==> config.mk <==
export PLATFORM = sky130hd
export DESIGN_NAME = hsync_tx_feeder_flat
export DESIGN_NICKNAME = d
export VERILOG_FILES = /design/src/rtl/hsync_tx_feeder_if.sv /design/src/rtl/hsync_tx_feeder.sv /design/src/flat_wrapper.sv
export SDC_FILE = /design/constraint.sdc
export NUM_CORES = 1
export LEC_CHECK = 0
export CORE_ASPECT_RATIO = 0.9
export CORE_UTILIZATION = 61
export CTS_BUF_LIST = sky130_fd_sc_hd__clkbuf_4
export DETAILED_ROUTE_END_ITERATION = 16
export PLACE_DENSITY = 0.88
export SLEW_MARGIN = 10
export SYNTH_ARGS = -nofsm -noshare
export SYNTH_HDL_FRONTEND = slang
export SYNTH_SLANG_ARGS = --single-unit
==> constraint.sdc <==
create_clock -name clk_s -period 3.68 [get_ports clk_s]
set_input_delay 0.368 -clock clk_s [delete_from_list [all_inputs] [get_ports clk_s]]
set_output_delay 0.368 -clock clk_s [all_outputs]
set_load 0.005 [all_outputs]
==> src/rtl/hsync_tx_feeder_if.sv <==
// Producer-side valid/ready bus plus the start/dout/ready link into the hsync sender.
interface hsync_tx_feeder_if #(
  parameter int DW = 8
);
  logic          in_valid;
  logic [DW-1:0] in_data;
  logic          in_ready;
  logic          start;
  logic [DW-1:0] dout;
  logic          ready;

  // Environment side: producer and sender.
  modport master (
    output in_valid, in_data, ready,
    input  in_ready, start, dout
  );

  // Feeder side.
  modport slave (
    input  in_valid, in_data, ready,
    output in_ready, start, dout
  );
endinterface

==> src/rtl/hsync_tx_feeder.sv <==
// hsync_tx_feeder: buffers producer bytes in a small FIFO and launches one
// start/dout transfer per byte into the hsync sender, pacing on its ready.
// Counts completed transfers and raises a sticky error on a ready timeout.
module hsync_tx_feeder #(
  parameter int DW    = 8,
  parameter int DEPTH = 4,
  parameter int AW    = 2,
  parameter int TMO   = 255
) (
  input  logic                clk_s,
  input  logic                reset_s,
  hsync_tx_feeder_if.slave    bus,
  output logic [AW:0]         level,
  output logic                busy,
  output logic [15:0]         xfer_cnt,
  output logic                err
);

  localparam int unsigned TW = (TMO < 2) ? 1 : $clog2(TMO + 1);

  typedef enum logic [1:0] {
    IDLE,
    LAUNCH,
    WAIT_LO,
    WAIT_HI
  } state_t;

  state_t        state_q, state_d;
  logic [DW-1:0] mem [DEPTH];
  logic [AW-1:0] wr_ptr_q, rd_ptr_q;
  logic [AW:0]   level_q;
  logic [TW-1:0] tmo_q;
  logic [DW-1:0] dout_q;
  logic          start_q;
  logic [15:0]   xfer_cnt_q;
  logic          err_q;

  logic full;
  logic push;
  logic pop;
  logic launch;
  logic timeout;
  logic tmo_clr;
  logic tmo_inc;
  logic tmo_hit;

  assign full    = (level_q == (AW+1)'(DEPTH));
  assign push    = bus.in_valid && !full;
  assign tmo_hit = (tmo_q == TW'(TMO));

  // Next-state and per-cycle control decode.
  always_comb begin
    state_d = state_q;
    pop     = 1'b0;
    launch  = 1'b0;
    timeout = 1'b0;
    tmo_clr = 1'b0;
    tmo_inc = 1'b0;
    unique case (state_q)
      IDLE: begin
        if (level_q != '0 && bus.ready) begin
          state_d = LAUNCH;
          launch  = 1'b1;
        end
      end
      LAUNCH: begin
        state_d = WAIT_LO;
        tmo_clr = 1'b1;
      end
      WAIT_LO: begin
        if (!bus.ready) begin
          state_d = WAIT_HI;
          tmo_clr = 1'b1;
        end else if (tmo_hit) begin
          state_d = IDLE;
          timeout = 1'b1;
          tmo_clr = 1'b1;
        end else begin
          tmo_inc = 1'b1;
        end
      end
      WAIT_HI: begin
        if (bus.ready) begin
          state_d = IDLE;
          pop     = 1'b1;
        end else if (tmo_hit) begin
          state_d = IDLE;
          timeout = 1'b1;
          tmo_clr = 1'b1;
        end else begin
          tmo_inc = 1'b1;
        end
      end
      default: state_d = IDLE;
    endcase
  end

  // FSM state, launch pulse, held output byte, timeout counter and status.
  always_ff @(posedge clk_s) begin
    if (!reset_s) begin
      state_q    <= IDLE;
      start_q    <= 1'b0;
      dout_q     <= '0;
      tmo_q      <= '0;
      xfer_cnt_q <= '0;
      err_q      <= 1'b0;
    end else begin
      state_q <= state_d;
      start_q <= (state_d == LAUNCH);
      if (launch) begin
        dout_q <= mem[rd_ptr_q];
      end
      if (tmo_clr) begin
        tmo_q <= '0;
      end else if (tmo_inc) begin
        tmo_q <= tmo_q + 1'b1;
      end
      if (pop) begin
        xfer_cnt_q <= xfer_cnt_q + 16'd1;
      end
      if (timeout) begin
        err_q <= 1'b1;
      end
    end
  end

  // FIFO pointers and occupancy; a pop never frees room for a same-cycle push.
  always_ff @(posedge clk_s) begin
    if (!reset_s) begin
      wr_ptr_q <= '0;
      rd_ptr_q <= '0;
      level_q  <= '0;
    end else begin
      if (push) begin
        wr_ptr_q <= wr_ptr_q + 1'b1;
      end
      if (pop) begin
        rd_ptr_q <= rd_ptr_q + 1'b1;
      end
      unique case ({push, pop})
        2'b10:   level_q <= level_q + 1'b1;
        2'b01:   level_q <= level_q - 1'b1;
        default: level_q <= level_q;
      endcase
    end
  end

  // FIFO storage; contents need no reset since occupancy gates every read.
  always_ff @(posedge clk_s) begin
    if (push) begin
      mem[wr_ptr_q] <= bus.in_data;
    end
  end

  assign bus.in_ready = !full;
  assign bus.start    = start_q;
  assign bus.dout     = dout_q;
  assign level        = level_q;
  assign busy         = (state_q != IDLE);
  assign xfer_cnt     = xfer_cnt_q;
  assign err          = err_q;

endmodule

==> src/flat_wrapper.sv <==
// flat-port wrapper written by rule: the top's interface ports become plain ports
module hsync_tx_feeder_flat 
#(
  parameter int DW    = 8,
  parameter int DEPTH = 4,
  parameter int AW    = 2,
  parameter int TMO   = 255
)
  (clk_s, reset_s, level, busy, xfer_cnt, err, bus_in_valid, bus_in_data, bus_ready, bus_in_ready, bus_start, bus_dout);
  hsync_tx_feeder_if #(.DW(DW)) bus_i ();
  input  logic clk_s;
  input  logic reset_s;
  output logic [AW:0] level;
  output logic busy;
  output logic [15:0] xfer_cnt;
  output logic err;
  input wire logic [$bits(bus_i.in_valid)-1:0] bus_in_valid;
  input wire logic [$bits(bus_i.in_data)-1:0] bus_in_data;
  input wire logic [$bits(bus_i.ready)-1:0] bus_ready;
  output wire logic [$bits(bus_i.in_ready)-1:0] bus_in_ready;
  output wire logic [$bits(bus_i.start)-1:0] bus_start;
  output wire logic [$bits(bus_i.dout)-1:0] bus_dout;
  assign bus_i.in_valid = bus_in_valid;
  assign bus_i.in_data = bus_in_data;
  assign bus_i.ready = bus_ready;
  assign bus_in_ready = bus_i.in_ready;
  assign bus_start = bus_i.start;
  assign bus_dout = bus_i.dout;
  hsync_tx_feeder #(.DW(DW), .DEPTH(DEPTH), .AW(AW), .TMO(TMO)) u_core (.clk_s(clk_s), .reset_s(reset_s), .bus(bus_i), .level(level), .busy(busy), .xfer_cnt(xfer_cnt), .err(err));
endmodule
==> flow_summary.yaml <==
status:
  status: "complete, no violations"
global_route:
  grt_pass1_vias: 2027
  track_usage: 0.228
  grt_max_degree: 33
  grt_pass1_wl_um: 9480
  grt_antenna_before_repair: 0
  grt_overflow: 0
floorplan:
  rows: 24
  die-area_um2: 5400
  die_height_um: 69.8
  coreArea_um2: 4860
  initial_core_util: 0.640
  die_x_um: 77.3
  ios: 43
cts:
  cts_sinks: 75
  root_buffer: "clkbuf_4"
  worstSkewPairLatency_ns: 0.41
  cts_tree: "yes"
  postCtsHoldBufs: 0
  cts_buffers: 9
  htreeDepth: 3
  cts.path.max_buffers: 2
  cts_resized: 0
  postCtsSetupBuffers: 0
  clk_pin_slew_worst_paths_ns: 0.11
yosys:
  syn_avg_cell_area_um2: 11.5
  mappedNetlistArea_um2: 3120
  netlist_top_cells_area: "edfxtp_1 31%, dfxtp_1 28%, mux4_2 5.8%"
  yosys.area.top_type: "edfxtp_1"
  netlist_instances: 271
  ys_warn_count: 0
  synth_edf_count: 32
  synth_flop_cell: "dfxtp_1"
  ys_types: 38
  ys_seq_area_frac: 0.585
  netlist.area_leader.share: 0.308
  synth_nets: 291
  ys_ff_latch: 75
  async_reset_ff_frac: 0
routing:
  postRouteAntennaNets: 0
  vias: 2200
  drc: 0
  drtIter0Drc: 128
  dr.pass1.iters: 4
  drt_wl_total_um: 5640
  routed_via_density: 5.73
  avgRoutedWirePerCell_um: 14.7
sta:
  setup_tns_ns: 0
  tightest_slew_ns: 1.22
  clock.fmax_mhz: 402
  clock_skew_ns: 0.0110
  slew-limit-headroom: 0.172
  period_needed_ns: 2.49
  hold_viol_final: 0
  timing.final.crit_share: 0.676
  setup_violations: 0
  rsz0062_at_grt: "false"
  report.final.slew_viol_count: 0
setup_path:
  critPathKind: "register to register"
  required_ns: 4.03
  critPathLaunchType: "register"
  end_kind: "register"
  worstPathArrival_ns: 2.84
  cp_max_fo: 6
run:
  max_cap_violations: 0
finish:
  fin_nets: 334
  drive_gt1_frac: 0.0846
  n_antenna_cell: 0
  stdcell_area_um2: 3730
  area.growth.synth_to_final_pct: 19.7
placed_design:
  port_buffers: 42
  place.gp.congestion: 0.789
  dpl_cell_area_um2: 3570
  dpl.hpwl_um: 3940
hold_path:
  hold_path.class: "register to register"
power_and_ir_drop:
  power.density_nw_per_um2: 425
  power_leakage_nw: 1.25
  vdd_drop_max_mv: 0.339
==> through the flow <==
step	utilization	hold WS, ns	worst slack, ns	cells	total power [mW]
detailed placement	0.735	0.464	1.20	368	1.06
global route	0.767	0.507	1.11	384	1.65
global placement	0.735	0.445	1.25	368	1.05
floorplan	-	0.453	1.39	271	1.00
finish	0.767	0.480	1.19	384	1.58
CTS	0.767	0.483	1.22	384	1.60
==> layout by cell type, fill, tap and decap left out, drive strengths merged, types with 2 or more instances in the layout <==
cell / count
clkdlybuf4s50: 42
and2: 3
and4: 2
clkbuf: 10
inv: 9
dfxtp: 43
xnor2: 7
bufinv: 2
a31oi: 2
o31ai: 7
nand2: 24
o21ai: 8
nand4: 6
ha: 7
edfxtp: 32
clkinv: 6
or3: 8
o311ai: 2
xor2: 8
or4: 7
nand3: 9
a21oi: 25
nor2: 21
buf: 2
and3: 7
mux4: 8
o211ai: 2
mux2i: 2
==> final cells by class <==
class | count | area (um2)
clock buffers | 10 | 75.1
clock inverters | 6 | 80.1
fillers | 340 | 1130
inverters | 12 | 45.0
multi-input cells | 172 | 1190
flip-flops and latches | 75 | 1820
well taps | 65 | 81.3
repair buffers | 44 | 435
==> sequential cells by signal, indices dropped and copies added, names as in the netlist <==
register / count
u_core.bus.dout: 8
u_core.bus.start: 1
u_core.err: 1
u_core.level: 3
u_core.mem: 32
u_core.rd_ptr_q: 2
u_core.state_q: 2
u_core.tmo_q: 8
u_core.wr_ptr_q: 2
u_core.xfer_cnt: 16
==> cells by family after synthesis <==
group | after synthesis | synth area share
compound gates | 49 | 0.0936
xor+xnor | 15 | 0.0422
fa+ha+maj | 8 | 0.0345
buf+inv | 24 | 0.0329
flops | 75 | 0.585
mux | 10 | 0.0643
simple gates | 90 | 0.148
==> final timing paths <==
kind,start,end,slack [ns],cells past startpoint
worst max register to register,u_core.level[2]$_SDFFE_PN0P_,u_core.level[2]$_SDFFE_PN0P_,1.19,9
worst min-delay path,u_core.bus.dout[7]$_SDFFE_PN0P_,u_core.bus.dout[7]$_SDFFE_PN0P_,0.48,2
worst min register to register,u_core.bus.dout[7]$_SDFFE_PN0P_,u_core.bus.dout[7]$_SDFFE_PN0P_,0.48,2
worst max-delay path,u_core.level[2]$_SDFFE_PN0P_,u_core.level[2]$_SDFFE_PN0P_,1.19,9
==> power by group <==
part	internal, mW	switching (mW)	leakage [nW]	total (mW)
sequential	0.899	0.0189	0.642	0.918
combinational	0.0589	0.0647	0.524	0.124
clock	0.278	0.265	0.0815	0.542
==> synth_stat cells (2+ instances only) <==
| master | count |
|---|---|
| and4_1 | 2 |
| xnor2_1 | 7 |
| ha_1 | 7 |
| mux2i_1 | 2 |
| inv_1 | 9 |
| edfxtp_1 | 32 |
| o21ai_0 | 8 |
| nand3_1 | 8 |
| nor2_1 | 21 |
| dfxtp_1 | 43 |
| mux4_2 | 8 |
| buf_2 | 7 |
| clkinv_1 | 3 |
| xor2_1 | 8 |
| nand4_1 | 6 |
| clkbuf_1 | 3 |
| o211ai_1 | 2 |
| o31ai_1 | 7 |
| and2_1 | 2 |
| or3_1 | 8 |
| a21oi_1 | 25 |
| nand2_1 | 24 |
| or4_1 | 7 |
| and3_1 | 7 |
| a31oi_1 | 2 |
==> layer usage <==
layer,GRT usage,part of all wire,vias up
met5,0,0,-
met4,0.0671,0.015,0
met3,0.0776,0.048,11
met2,0.370,0.49,54
met1,0.290,0.45,1050
li1,-,-,1085
==> worst max-delay path, cell delays in order (launching register included) <==
cell	delay, ns
dfxtp_1	0.44
or3b_1	0.46
and2_1	0.23
inv_1	0.08
ha_1	0.17
inv_1	0.06
fa_1	0.37
xor2_1	0.16
or3_1	0.31
a21oi_1	0.14
Power figures use the tool's default switching activity.
